### src/rtl/mem_pkg.sv
// Shared constants for the mem_array block.
// Holds the default geometry (word width, depth, address width) and the
// encoding of the wr_rd_i operation select.
package mem_pkg;

  localparam int unsigned DefWidth     = 16;
  localparam int unsigned DefDepth     = 16;
  localparam int unsigned DefAddrWidth = 4;

  // wr_rd_i encoding
  localparam logic WRITE = 1'b1;
  localparam logic READ  = 1'b0;

endpackage

### src/rtl/mem_storage.sv
// Word storage array with asynchronous clear.
// Ports:
//   clk, rst   - clock, asynchronous active-low reset (clears every word)
//   we_i       - write enable for this edge
//   waddr_i    - write address; addresses >= DEPTH match no word and are dropped
//   wdata_i    - write data
//   raddr_i    - read address (combinational read)
//   rdata_o    - word at raddr_i, or zero when raddr_i >= DEPTH
module mem_storage
  import mem_pkg::*;
#(
  parameter int unsigned WIDTH      = DefWidth,
  parameter int unsigned DEPTH      = DefDepth,
  parameter int unsigned ADDR_WIDTH = DefAddrWidth
) (
  input  logic                  clk,
  input  logic                  rst,
  input  logic                  we_i,
  input  logic [ADDR_WIDTH-1:0] waddr_i,
  input  logic [WIDTH-1:0]      wdata_i,
  input  logic [ADDR_WIDTH-1:0] raddr_i,
  output logic [WIDTH-1:0]      rdata_o
);

  logic [WIDTH-1:0] mem_q [DEPTH];
  logic [WIDTH-1:0] mem_d [DEPTH];

  // Per-word compare rather than a dynamic index: an out-of-range address
  // simply matches nothing, so the drop/zero behaviour falls out for free.
  always_comb begin
    for (int unsigned i = 0; i < DEPTH; i++) begin
      mem_d[i] = mem_q[i];
      if (we_i && (32'(waddr_i) == i)) begin
        mem_d[i] = wdata_i;
      end
    end
  end

  always_ff @(posedge clk or negedge rst) begin
    if (!rst) begin
      for (int unsigned i = 0; i < DEPTH; i++) begin
        mem_q[i] <= '0;
      end
    end else begin
      for (int unsigned i = 0; i < DEPTH; i++) begin
        mem_q[i] <= mem_d[i];
      end
    end
  end

  always_comb begin
    rdata_o = '0;
    for (int unsigned i = 0; i < DEPTH; i++) begin
      if (32'(raddr_i) == i) begin
        rdata_o = mem_q[i];
      end
    end
  end

endmodule

### src/rtl/mem_array.sv
// Single-port word memory with a valid/ready request handshake.
// Ports:
//   clk, rst   - clock, asynchronous active-low reset
//   wr_data_i  - write data
//   addr_i     - word address for read or write
//   wr_rd_i    - 1 = write, 0 = read
//   valid_i    - request valid
//   ready_o    - 0 in reset, 1 from the first edge after reset onward
//   rd_data_o  - registered read data, updated only by read transfers
// ADDR_WIDTH must satisfy 2**ADDR_WIDTH >= DEPTH.
module mem_array
  import mem_pkg::*;
#(
  parameter int unsigned WIDTH      = DefWidth,
  parameter int unsigned DEPTH      = DefDepth,
  parameter int unsigned ADDR_WIDTH = DefAddrWidth
) (
  input  logic                  clk,
  input  logic                  rst,
  input  logic [WIDTH-1:0]      wr_data_i,
  input  logic [ADDR_WIDTH-1:0] addr_i,
  input  logic                  wr_rd_i,
  input  logic                  valid_i,
  output logic                  ready_o,
  output logic [WIDTH-1:0]      rd_data_o
);

  logic             ready_q;
  logic [WIDTH-1:0] rd_data_q, rd_data_d;
  logic [WIDTH-1:0] mem_rdata;
  logic             xfer;
  logic             wr_xfer;
  logic             rd_xfer;

  assign xfer    = valid_i && ready_q;
  assign wr_xfer = xfer && (wr_rd_i == WRITE);
  assign rd_xfer = xfer && (wr_rd_i == READ);

  mem_storage #(
    .WIDTH      (WIDTH),
    .DEPTH      (DEPTH),
    .ADDR_WIDTH (ADDR_WIDTH)
  ) u_storage (
    .clk     (clk),
    .rst     (rst),
    .we_i    (wr_xfer),
    .waddr_i (addr_i),
    .wdata_i (wr_data_i),
    .raddr_i (addr_i),
    .rdata_o (mem_rdata)
  );

  always_comb begin
    rd_data_d = rd_data_q;
    if (rd_xfer) begin
      rd_data_d = mem_rdata;
    end
  end

  // ready_q goes high on the first edge out of reset and never drops again.
  always_ff @(posedge clk or negedge rst) begin
    if (!rst) begin
      ready_q   <= 1'b0;
      rd_data_q <= '0;
    end else begin
      ready_q   <= 1'b1;
      rd_data_q <= rd_data_d;
    end
  end

  assign ready_o   = ready_q;
  assign rd_data_o = rd_data_q;

endmodule

### config.mk
export PLATFORM = sky130hd
export DESIGN_NAME = mem_array
export DESIGN_NICKNAME = d
export VERILOG_FILES = /design/src/rtl/mem_pkg.sv /design/src/rtl/mem_storage.sv /design/src/rtl/mem_array.sv
export SDC_FILE = /design/constraint.sdc
export NUM_CORES = 1
export LEC_CHECK = 0
export CAP_MARGIN = 25
export CORE_AREA = 2 2 154 156
export DETAILED_ROUTE_END_ITERATION = 10
export DIE_AREA = 0 0 156 158
export PLACE_DENSITY_LB_ADDON = 0.12
export SYNTH_ARGS = -nofsm -noshare
export SYNTH_HDL_FRONTEND = slang
export SYNTH_SLANG_ARGS = --single-unit
### constraint.sdc
create_clock -name clk -period 2 [get_ports clk]
set_clock_uncertainty 0.2 [all_clocks]
set_input_delay 0.2 -clock clk [delete_from_list [all_inputs] [get_ports clk]]
set_output_delay 0.2 -clock clk [all_outputs]
set_load 0.01 [all_outputs]
* After elaboration in Yosys (flattened, before gate mapping)
Index checks and enable logic that the tools add are counted.
** Storage, ports and cells
- Output and inout bits :: 17
- Bits of input ports :: 24
- Flip-flop bits (word level) :: 273
- Word-level logic and storage cells :: 70
** Cells by class
- Mux-type cells :: 16
- Reductions and logical operators :: 20
- Equality and inequality tests :: 15
- Bitwise logic cells :: 1
** Operators with widths (count)
- $mux W16 :: 16
- $eq A4 B4 Y1 const B :: 8
- $logic_and A1 B1 Y1 :: 19
- $eq A4 B3 Y1 const B :: 4
- $eq A4 B2 Y1 const B :: 2
- $eq A4 B1 Y1 const B :: 1
- $logic_not A4 Y1 :: 1
- $not A1 Y1 :: 1

* Logic depth before layout (Yosys ltp)
Gate-level depths: netlist of run 1.
- Depth after elaboration :: 17
- Gate-level depth with buffers :: 8
- Depth with buffers taken out :: 5

* Cells and area by module
Synthesis of run 1 repeated with hierarchy kept, for this count alone.
** Unflattened totals
- Cell total of the unflattened synthesis :: 1007
- Area, all modules :: 13022.5 um^2
** Modules (own cells, without submodules)
- mem_storage :: instances 1, cells each 970, seq. area each 6406.1 um^2, area an instance 12338.1 um^2
- mem_array :: instances 1, cells each 37, seq. area each 425.4 um^2, area an instance 684.4 um^2

* Least setup slack after synthesis of run 1
OpenSTA, ideal clock, no wires.
- Path type :: register -> register
- From :: reg ready_q (netlist: ready_o)
- To :: reg u_storage.mem_q[46] in the netlist's numbering
- Slack :: 0.008 ns
- Stages on the path, launching flop included :: 7
- Setup time :: 0.125 ns
- Period minus slack after synthesis :: 1.992 ns
- Required time :: 1.675 ns
- Arrival time :: 1.667 ns
- Buffers on the path :: 2
- Cells stage by stage :: dfrtp_1 > and3_1 > clkbuf_1 > nand2_1 > nor2_2 > buf_2 > mux2_2
** Between the ends
- Word-level cells in the longest chain between the ends :: 3
** Ends and longest elaborated chain
- from (decl) :: RTL line mem_array.sv:28 : logic ready_q;
- from (signal assigned) :: RTL line mem_array.sv:63 : ready_q <= 1'b0;
- from (signal assigned) :: RTL line mem_array.sv:66 : ready_q <= 1'b1;
- $logic_and A1 B1 Y1 :: RTL line mem_array.sv:35 : assign xfer = valid_i && ready_q;
- $logic_and A1 B1 Y1 :: RTL line mem_array.sv:36 : assign wr_xfer = xfer && (wr_rd_i == WRITE);
- $logic_and A1 B1 Y1 :: RTL line mem_storage.sv:33 : if (we_i && (32'(waddr_i) == i)) begin
- to (signal, indexed assignment) :: RTL line mem_storage.sv:46 : mem_q[i] <= mem_d[i];
- to (decl) :: RTL line mem_storage.sv:25 : logic [WIDTH-1:0] mem_q [DEPTH];
No other way between the ends.
A chain may end at the register's enable or synchronous reset.

* Worst setup path after layout of run 1
- From :: reg rd_data_q[15] (netlist: rd_data_o[15])
- To :: out rd_data_o[15]
** RTL lines
- from (decl) :: RTL line mem_array.sv:29 : logic [WIDTH-1:0] rd_data_q, rd_data_d;
- from (signal assigned) :: RTL line mem_array.sv:67 : rd_data_q <= rd_data_d;
- to (decl) :: RTL line mem_array.sv:25 : output logic [WIDTH-1:0] rd_data_o
No word-level cell between the ends.

==> metrics.txt, run 1 <==
Syn Inst Count=1003; final instance area=0.0151 mm2; final worst-path cycle share=95.6%; Int Pwr=10.2 mW; sequential fraction of the synthesis area=between 50% and 60%; Crit path max-delay family=buffers and inverters; initial antenna violation count=0; synth top area cells=dfrtp_1, mux2_2, mux2i_1; dpl cell area=0.0142 mm2; unique cell type count in the Yosys netlist=37; Seq. cell area=0.00683 mm2; prevailing post-synth register cell=dfrtp_1; critical path, cell by cell=clkdlybuf4s50_1; PwrDens=902 mW/mm2; multi-input logic area=0.00544 mm2; # diodes=0; Setup-failing EPs final=0; RSZ-0062 raised after global routing=false; I/O Buffers=40; most frequent cell after synthesis=mux2_2; clk sink count=273; CP max FO=2; Initial Util=a little over half; CP Launch Type=register; via count of the first global-routing pass=roughly 8.4k; Fin Hold WS=between 0.05 and 0.06 ns; slowest cell delay on critical path=0.57 ns; Fill cells=roughly 1.8k; IO Pins=41; Slew HR=54.8%; Worst R2R Path Depth=5; antenna-violating nets left=0; syn nets=slightly above 1k; Max rail drop VDD=0.633 mV; Synth Area per Inst=between 10 and 15 um2; top cells by count, synth=mux2_2, dfrtp_1, nand2_1; WL/cell=22.8 um; combinational power share=between 10% and 20%; P&R area growth vs syn=19.4%; placed cells=1360; async set or reset register ratio after synthesis=between 90% and 100%; Nets=1127; Slew Viols, Final=0; slowest stage cell, crit path=clkdlybuf4s50_1; Crit. End Element=output pin; worst r2r src=ready_o; DRT Wirelength=32300 um; residual DRC count=0; Tmin final=1.91 ns; pin count of the biggest net entering global routing=75; CORE AREA=0.0231 mm2; grt total ovfl=0; fin cells=1414; Cell Rows=56; Psw=3.40 mW; R2R Setup Slk=0.12 ns; clk buf depth=3; Post-Syn Area=0.0127 mm2; worst path required time=~1.6 ns; Synth Register Bits=approximately 270; Pre-antenna DRT Iters=8; Via-to-Cell Ratio=6.04; Clock power frac=37.2%; routed vias=8545; Max-cap violations=0; Seq pwr share=about half; HPWL Detailed=21900 um; GRT Util Overall=26.6%; reg-to-reg endpoint=u_storage.mem_q[28]; Worst Max-Slew Pin Slew=0.676 ns; WS Path Type=reg2out; gpl congestion=0.836; H-tree depth=1; die area=0.0246 mm2; Worst-path clk slew=0.06 ns; Fmax=0.523 GHz; die width=156 um; CTS buffer count=29; Yosys top cell by area=dfrtp_1; leakage=about 7.0 nW; Clock Latency Late Sink=0.55 ns; Die Ht=158 um; run status=completed; synth warn=0; sw frac=25.0%; post-synth top area share=54.0%; Worst Path Buf+Inv=1; final hold violations=0; layout cells sized above 1=around 40%; Initial DRC Count=roughly 840; first-pass GRT wire length=about 50000 um; Root Buffer Master=clkbuf_16; EDFF count, synth=0; HP Class=in2async; CTS tree=yes; WP data arrival=approximately 1.5 ns
-- cells by family (layout without fill, tap and decap cells) --
group	after synthesis	after routing	share of synthesized area, %
buf+inv	88	209	3.20
mux	308	308	27.1
other cells	1	1	0.0296
flops	273	273	54.0
compound gates	180	180	9.71
simple gates	153	153	5.98
-- metrics by stage --
stage	utilization, %	worst slack, ns	setup TNS, ns	total power, mW
detailed placement	61.5	-0.508	-74.51	8.64
floorplan	-	0.00835	0	7.81
CTS	65.5	0.0453	0	13.7
global placement	61.5	-0.412	-69.41	8.57
finish	65.5	0.0876	0	13.6
global route	65.5	0.00668	0	14.2
-- final cells by class --
| class | instances | share of cell area, % |
|---|---|---|
| sequential | 273 | 45.2 |
| timing repair buffer | 155 | 10.4 |
| tap | 290 | 2.40 |
| clock inverter | 6 | 0.224 |
| inverter | 2 | 0.0497 |
| clock buffer | 46 | 5.69 |
| multi-input combinational | 642 | 36.0 |
-- worst max path at each step --
stage	startpoint	end	slack [ns]	cells past startpoint
6_report	rd_data_o[15]	rd_data_o[15]	0.09	1
5_1_grt	ready_o	u_storage.mem_q[232]	0.007	5
4_1_cts	ready_o	u_storage.mem_q[25]	0.05	5
3_5_place_dp	addr_i[3]	rd_data_o[4]	-0.51	6
3_3_place_gp	addr_i[3]	rd_data_o[4]	-0.41	6
2_1_floorplan	ready_o	u_storage.mem_q[46]	0.008	6
-- repair_timing --
item / CTS / global route
endpoints found under the setup margin: 0 / 85
setup buffers: 0 / 0
resized for setup: 0 / 3
hold buffers: 2 / 0
hold endpoints to repair: 273 / 0
-- layout by cell type, fill, tap and decap left out, types with 3 or more instances in the layout --
master	n
a21oi_1	48
a221o_1	14
a222oi_1	14
a2bb2oi_1	14
and2_1	3
buf_12	25
buf_4	90
clkbuf_1	10
clkbuf_16	29
clkbuf_8	7
clkdlybuf4s50_1	36
clkinv_2	5
dfrtp_1	273
mux2_2	274
mux2i_1	32
nand2_1	58
nand2b_1	20
nand3_1	20
nand3b_1	14
nor2_1	18
nor2_2	10
nor3_1	3
o211ai_1	14
o21ai_0	46
o221ai_1	16
-- power by group through the flow --
stage               clock network, mW  logic (mW)  registers [mW]
floorplan                           0        1.18            6.64
global placement                    0        1.86            6.71
detailed placement                  0        1.90            6.74
CTS                              5.15        1.92            6.64
global route                     5.37        2.08            6.73
finish                           5.07        1.91            6.65
-- per-layer routing --
metal  part of all wire [%]  track usage [%]
met1                     48             41.0
met5                      0                0
met4                    1.9             6.03
met3                    5.4             3.53
met2                     45             40.4
-- flip-flops by register name, indices dropped and copies added, names as in the netlist --
register and count:
rd_data_o 16, ready_o 1, u_storage.mem_q 256
-- worst reg2reg max path, delay by kind of cell, from the launching register on --
| family | cells | cell delay [ns] |
|---|---|---|
| AND/OR/NAND/NOR | 3 | 0.60 |
| multiplexers | 1 | 0.36 |
| buffers and inverters | 1 | 0.22 |
| flip-flops | 1 | 0.38 |
Note: power is estimated with default switching activity, not from simulation.
==> run 2: changes to the inputs <==
GPL_TIMING_DRIVEN = 0   (was not set)
PLACE_DENSITY = 0.86   (was not set)
PLACE_DENSITY_LB_ADDON = not set   (was 0.12)
==> run 2 against run 1 <==
Net effect: the flow now finishes with violations (hold timing, setup timing); hold slack worse by 0.076 ns; critical path depth is 6 higher; highest routed layer unchanged; largest cell class unchanged; flip-flop and latch count stayed put; via count is 3.6% higher; sequential power hardly changed; die area stayed put; fmax is 11% lower; total power is 1.2% lower; utilization is 1.6 points lower; routed wire length is 1.1% lower; largest power group unchanged; clock-buffer cell count is 6 lower.
==> metrics.txt, run 2 (synthesis gave the netlist of run 1 again) <==
Fin Hold WS=-0.0212 ns (-0.0760 ns); PwrDens=915 mW/mm2 (+1.4%); Crit path max-delay family=compound AO/OA/AOI/OAI gates; RSZ-0062 raised after global routing=true; Initial Util=54.9% (unchanged); I/O Buffers=39 (-2.5%); Via-to-Cell Ratio=6.32 (+4.5%); Slew Viols, Final=0 (unchanged); HP Class=in2async; combinational power share=14.1% (about the same); CP max FO=10 (+8); Worst Max-Slew Pin Slew=0.658 ns (-0.0177 ns); worst r2r src=u_storage.mem_q[143]; die width=156 um (unchanged); commonest non-fill, non-tap cell in the layout=dfrtp_1; final hold violations=10 (+10); # diodes=0 (unchanged); worst path required time=2.22 ns (+0.62 ns); initial antenna violation count=0 (unchanged); critical path depth=7 (+6); Worst-path clk slew=0.06 ns (about the same); sw frac=25.4% (+0.39 points); WP data arrival=2.37 ns (+0.86 ns); leakage=6.77 nW (-3.5%); clk buf depth=3 (unchanged); Clock Latency Late Sink=0.54 ns (about the same); Int Pwr=10.1 mW (-1.7%); R2R Setup Slk=-0.10 ns (-0.22 ns); Slew HR=56.1% (+1.3 points); Die Ht=158 um (unchanged); gpl congestion=0.907 (+8.6%); Tmin final=2.15 ns (+0.238 ns); HPWL Detailed=21800 um (-0.73%); Root Buffer Master=clkbuf_16; die area=0.0246 mm2 (unchanged); Nets=1119 (-0.71%); slowest cell delay on critical path=0.56 ns (about the same); Crit. End Element=register; clk sink count=273 (unchanged); residual DRC count=0 (unchanged); grt total ovfl=0 (unchanged); pin count of the biggest net entering global routing=101 (+35%); max reg flops=256 (unchanged); first-pass GRT wire length=51200 um (+2.6%); most frequent cells in the layout=dfrtp_1, mux2_2, nand2_1; layout cells sized above 1=37.7% (-2.2 points); GRT Util Overall=26.7% (+0.094 points); Fill cells=1620 (-8.4%); WL/cell=22.8 um (-0.27%); Max rail drop VDD=0.577 mV (-8.8%); DRT Wirelength=31900 um (-1.1%); crit path to=rd_data_o[15]; reg-to-reg endpoint=rd_data_o[15]; IO Pins=41 (unchanged); Setup-failing EPs final=6 (+6); Pre-antenna DRT Iters=6 (-2); CTS buffer count=28 (-3.4%); failing checks=hold timing, setup timing; run status=finished with violations; Initial DRC Count=889 (+5.3%); CTS tree=yes; slowest stage cell, crit path=a222oi_1; Cell Rows=56 (unchanged); CORE AREA=0.0231 mm2 (unchanged); antenna-violating nets left=0 (unchanged); via count of the first global-routing pass=9289 (+11%); H-tree depth=1 (unchanged); Final Util=63.9% (-1.6 points); worst setup margin=-0.150 ns (-0.238 ns); Psw=3.42 mW (+0.40%); setup tns final=-0.287 ns (-0.287 ns); Worst Path Buf+Inv=2 (+1); Fmax=0.465 GHz (-11%); pre-CTS WS=-1.01 ns (-0.499 ns); final worst-path cycle share=107% (+12 points); Max-cap violations=0 (unchanged); Worst R2R Path Depth=4 (-1); crit path from=addr_i[1]; Seq pwr share=49.5% (+0.7 points); Largest Register=u_storage.mem_q; P&R area growth vs syn=16.4%; routed vias=8854 (+3.6%); WS Path Type=in2reg; CP Launch Type=input port; Clock power frac=36.5% (-0.7 points); critical path, cell by cell=dlygate4sd2_1 > nand2b_1 > nor3_2 > buf_2 > a222oi_1 > o211ai_1 > a221o_1
==> run 2: worst min path at each step <==
| stage | from | to | cells after the start |
|---|---|---|---|
| global placement | u_storage.mem_q[36] | u_storage.mem_q[36] | 1 |
| detailed placement | rst | u_storage.mem_q[211] | 1 |
| global route | rst | u_storage.mem_q[212] | 2 |
| finish | rst | u_storage.mem_q[211] | 2 |
| CTS | rst | u_storage.mem_q[211] | 2 |
| floorplan | rst | rd_data_o[0] | 0 |
==> run 2: worst register-to-register path: cells and delay by family, from the launching register on <==
family / cells / cell delay, ns
AOI/OAI and AO/OA: 3 / 1.14
DFF: 1 / 0.38
muxes: 1 / 0.26
==> run 2: power groups by stage <==
stage | clock network, mW | registers [mW] | logic [mW]
after detailed placement | 0 | 6.74 | 1.81
after floorplan | 0 | 6.64 | 1.18
after global placement | 0 | 6.70 | 1.73
after global routing | 5.19 | 6.74 | 2.06
after CTS | 4.94 | 6.65 | 1.85
final | 4.92 | 6.67 | 1.89
==> run 2: area by class of cell <==
cell class	instances	area, um2	area share (%)
flip-flops and latches	273	6830	46.4
multi-input cells	642	5580	37.9
clock buffers	40	817	5.55
repair buffers	67	646	4.38
plain buffers	81	449	3.05
well taps	290	363	2.46
clock inverters	7	37.5	0.255
inverters	2	11.3	0.0764
==> run 2: timing repair <==
item / 4_1_cts / 5_1_grt
endpoints found under the setup margin: 242 / 210
setup buffers: 11 / 14
pin swaps: 21 / 30
hold buffers: 1 / 0
endpoints found under the hold margin: 80 / 0
resized for setup: 61 / 20
==> run 2: routing by layer <==
| layer | GRT usage, % | up-vias | share of wire [%] |
|---|---|---|---|
| li1 | - | 3848 | - |
| met2 | 43.8 | 392 | 48 |
| met5 | 0 | - | 0 |
| met3 | 4.33 | 104 | 6.8 |
| met1 | 36.0 | 4510 | 42 |
| met4 | 10.4 | 0 | 3.7 |
==> run 2: per-stage QoR <==
| step | cells | instance area, um2 | total power, mW | hold slack, ns |
|---|---|---|---|---|
| after floorplan | 1003 | 12700 | 7.81 | -0.296 |
| after global placement | 1332 | 13400 | 8.43 | 0.263 |
| after detailed placement | 1334 | 13500 | 8.55 | 0.0175 |
| after CTS | 1390 | 14600 | 13.4 | 0.0503 |
| after global routing | 1402 | 14700 | 14.0 | 0.0289 |
| final | 1402 | 14700 | 13.5 | -0.0212 |
==> run 3: changes to the inputs <==
CORE_AREA = 2 2 147 163   (was 2 2 154 156)
CTS_CLUSTER_SIZE = 20   (was not set)
DIE_AREA = 0 0 149 165   (was 0 0 156 158)
==> run 3 against run 2 <==
Net effect: the flow finishes with violations (setup timing); combinational power about the same; fmax increased by 3.7%; register-to-register slack improved by 0.03 ns; critical path type is now reg2reg; largest power group unchanged.
==> metrics.txt, run 3 (synthesis gave the netlist of run 1 again) <==
run status=finished with violations; failing checks=setup timing; die area=0.0246 mm2 (-0.26%); Largest Register=u_storage.mem_q; Root Buffer Master=clkbuf_16; CORE AREA=0.0228 mm2 (-1.2%); crit path from=u_storage.mem_q[156]; CP Launch Type=register; most frequent cells in the layout=dfrtp_1, mux2_2, nand2_1; worst path required time=2.22 ns (about the same); HPWL Detailed=22100 um (+1.8%); CP max FO=2 (-8); DRT Wirelength=33300 um (+4.5%); P&R area growth vs syn=17.4%; Hold Path Cell Cnt=4; gpl congestion=0.886 (-2.4%); Psw=3.52 mW (+3.0%); worst setup margin=-0.0734 ns (+0.0766 ns); Initial Util=55.5% (+0.64 points); pin count of the biggest net entering global routing=105 (+4.0%); # diodes=0 (unchanged); Pre-antenna DRT Iters=10 (+4); Tmin final=2.07 ns (-0.0766 ns); initial antenna violation count=0 (unchanged); Seq pwr share=47.6% (-1.9 points); max reg flops=256 (unchanged); commonest non-fill, non-tap cell in the layout=dfrtp_1; HP Start=addr_i[0]; Clock power frac=38.8% (+2.3 points); IO Pins=41 (unchanged); Fill cells=1579 (-2.5%); Fmax=0.482 GHz (+3.7%); I/O Buffers=39 (unchanged); antenna-violating nets left=0 (unchanged); clk buf depth=3 (unchanged); H-tree depth=1 (unchanged); first-pass GRT wire length=51700 um (+0.94%); PnR Total Power=14.0 mW (+4.2%); Clock Latency Late Sink=0.54 ns (about the same); WP data arrival=2.30 ns (-0.07 ns); via count of the first global-routing pass=9385 (+1.0%); clk sink count=273 (unchanged); residual DRC count=0 (unchanged); Int Pwr=10.5 mW (+4.6%); WL/cell=23.6 um (+3.8%); Max-cap violations=0 (unchanged); Seq. cell area=0.00683 mm2 (about the same); sw frac=25.1% (-0.28 points); GRT Util Overall=27.1% (+0.35 points); routed vias=8921 (+0.76%); Worst-path clk slew=0.06 ns (about the same); Nets=1114 (-0.45%); RSZ-0062 raised after global routing=true; final hold violations=0 (-10); Cell Rows=58 (+3.6%); grt total ovfl=0 (unchanged); Slew Viols, Final=0 (unchanged); Fin Hold WS=0.0973 ns (+0.118 ns); Crit. End Element=register; PwrDens=945 mW/mm2 (+3.3%); Via-to-Cell Ratio=6.32 (+0.11%); Die Ht=165 um (+4.4%); Setup-failing EPs final=7 (+1); multi-input logic area=0.00559 mm2 (+0.20%); Slew HR=47.3% (-8.8 points); WS Path Type=reg2reg; worst r2r src=u_storage.mem_q[156]; Max rail drop VDD=0.547 mV (-5.2%); combinational power share=13.6% (-0.5 points); Initial DRC Count=955 (+7.4%); HP Class=in2reg; final worst-path cycle share=104% (-3.8 points); leakage=6.82 nW (+0.76%); Worst Max-Slew Pin Slew=0.790 ns (+0.133 ns); CTS buffer count=27 (-3.6%); layout cells sized above 1=37.8% (+0.12 points); Worst R2R Path Depth=4 (unchanged); die width=149 um (-4.5%); CTS tree=yes
-- run 3: cell count changes in the layout (fill, tap and decap cells not counted), moves of 2 or more --
cell and delta:
buf_8 +2, buf_2 -2, clkbuf_4 +4, buf_4 -6
nand2_2 -2, bufinv_16 +5, mux2_4 +3, clkinv_2 +3
mux2_2 -3, buf_6 -4
-- run 3: cell type report --
cell class	instances	share of cell area (%)
tap	300	2.53
buffer	81	3.04
sequential	273	46.0
clock buffer	34	5.00
inverter	2	0.0758
timing repair buffer	63	4.30
clock inverter	16	1.42
multi-input combinational	642	37.6
-- run 3: per-layer routing --
metal	global-route usage (%)	vias to the layer above	wire length [um]
met2	46.5	439	16600
li1	-	3850	-
met4	12.8	0	1600
met5	0	-	0
met1	33.8	4501	13100
met3	3.95	131	2070
-- run 3: through the flow --
step                setup slack, ns  instance area, um2  util [%]  instances  TNS [ns]
detailed placement           -0.973               13500      59.2       1344   -176.54
global route                 -0.131               14900      65.2       1411    -0.637
finish                      -0.0734               14900      65.2       1411    -0.250
floorplan                   0.00835               12700         -       1003         0
CTS                         -0.0461               14700      64.5       1404   -0.0979
global placement             -10.79               13400      58.9       1342  -3108.76
-- run 3: final timing paths --
path	endpoint	slack (ns)
max	rd_data_o[12]	-0.07
min	u_storage.mem_q[243]	0.1
max reg2reg	rd_data_o[12]	-0.07
min reg2reg	u_storage.mem_q[36]	0.28
max in group asynchronous	u_storage.mem_q[41]	0.56
min in group asynchronous	u_storage.mem_q[212]	0.11
-- run 3: what timing repair did --
action	4_1_cts	5_1_grt
setup endpoints to repair	229	104
endpoints found under the hold margin	102	0
cloned	0	1
hold buffers	1	0
pin swaps	25	12
gates resized for setup	58	23
setup buffers	13	7
-- run 3: worst max-delay path: stages, from the launching register on --
cell,delay (ns)
dfrtp_1,0.38
mux2_4,0.27
a222oi_1,0.53
o211ai_1,0.24
a221o_1,0.34
-- run 3: power by group through the flow --
stage / Combinational (mW) / Clock [mW] / Sequential, mW
2_1_floorplan: 1.18 / 0 / 6.64
3_3_place_gp: 1.72 / 0 / 6.70
3_5_place_dp: 1.82 / 0 / 6.74
4_1_cts: 1.88 / 5.47 / 6.66
5_1_grt: 2.05 / 5.70 / 6.75
6_report: 1.91 / 5.45 / 6.68
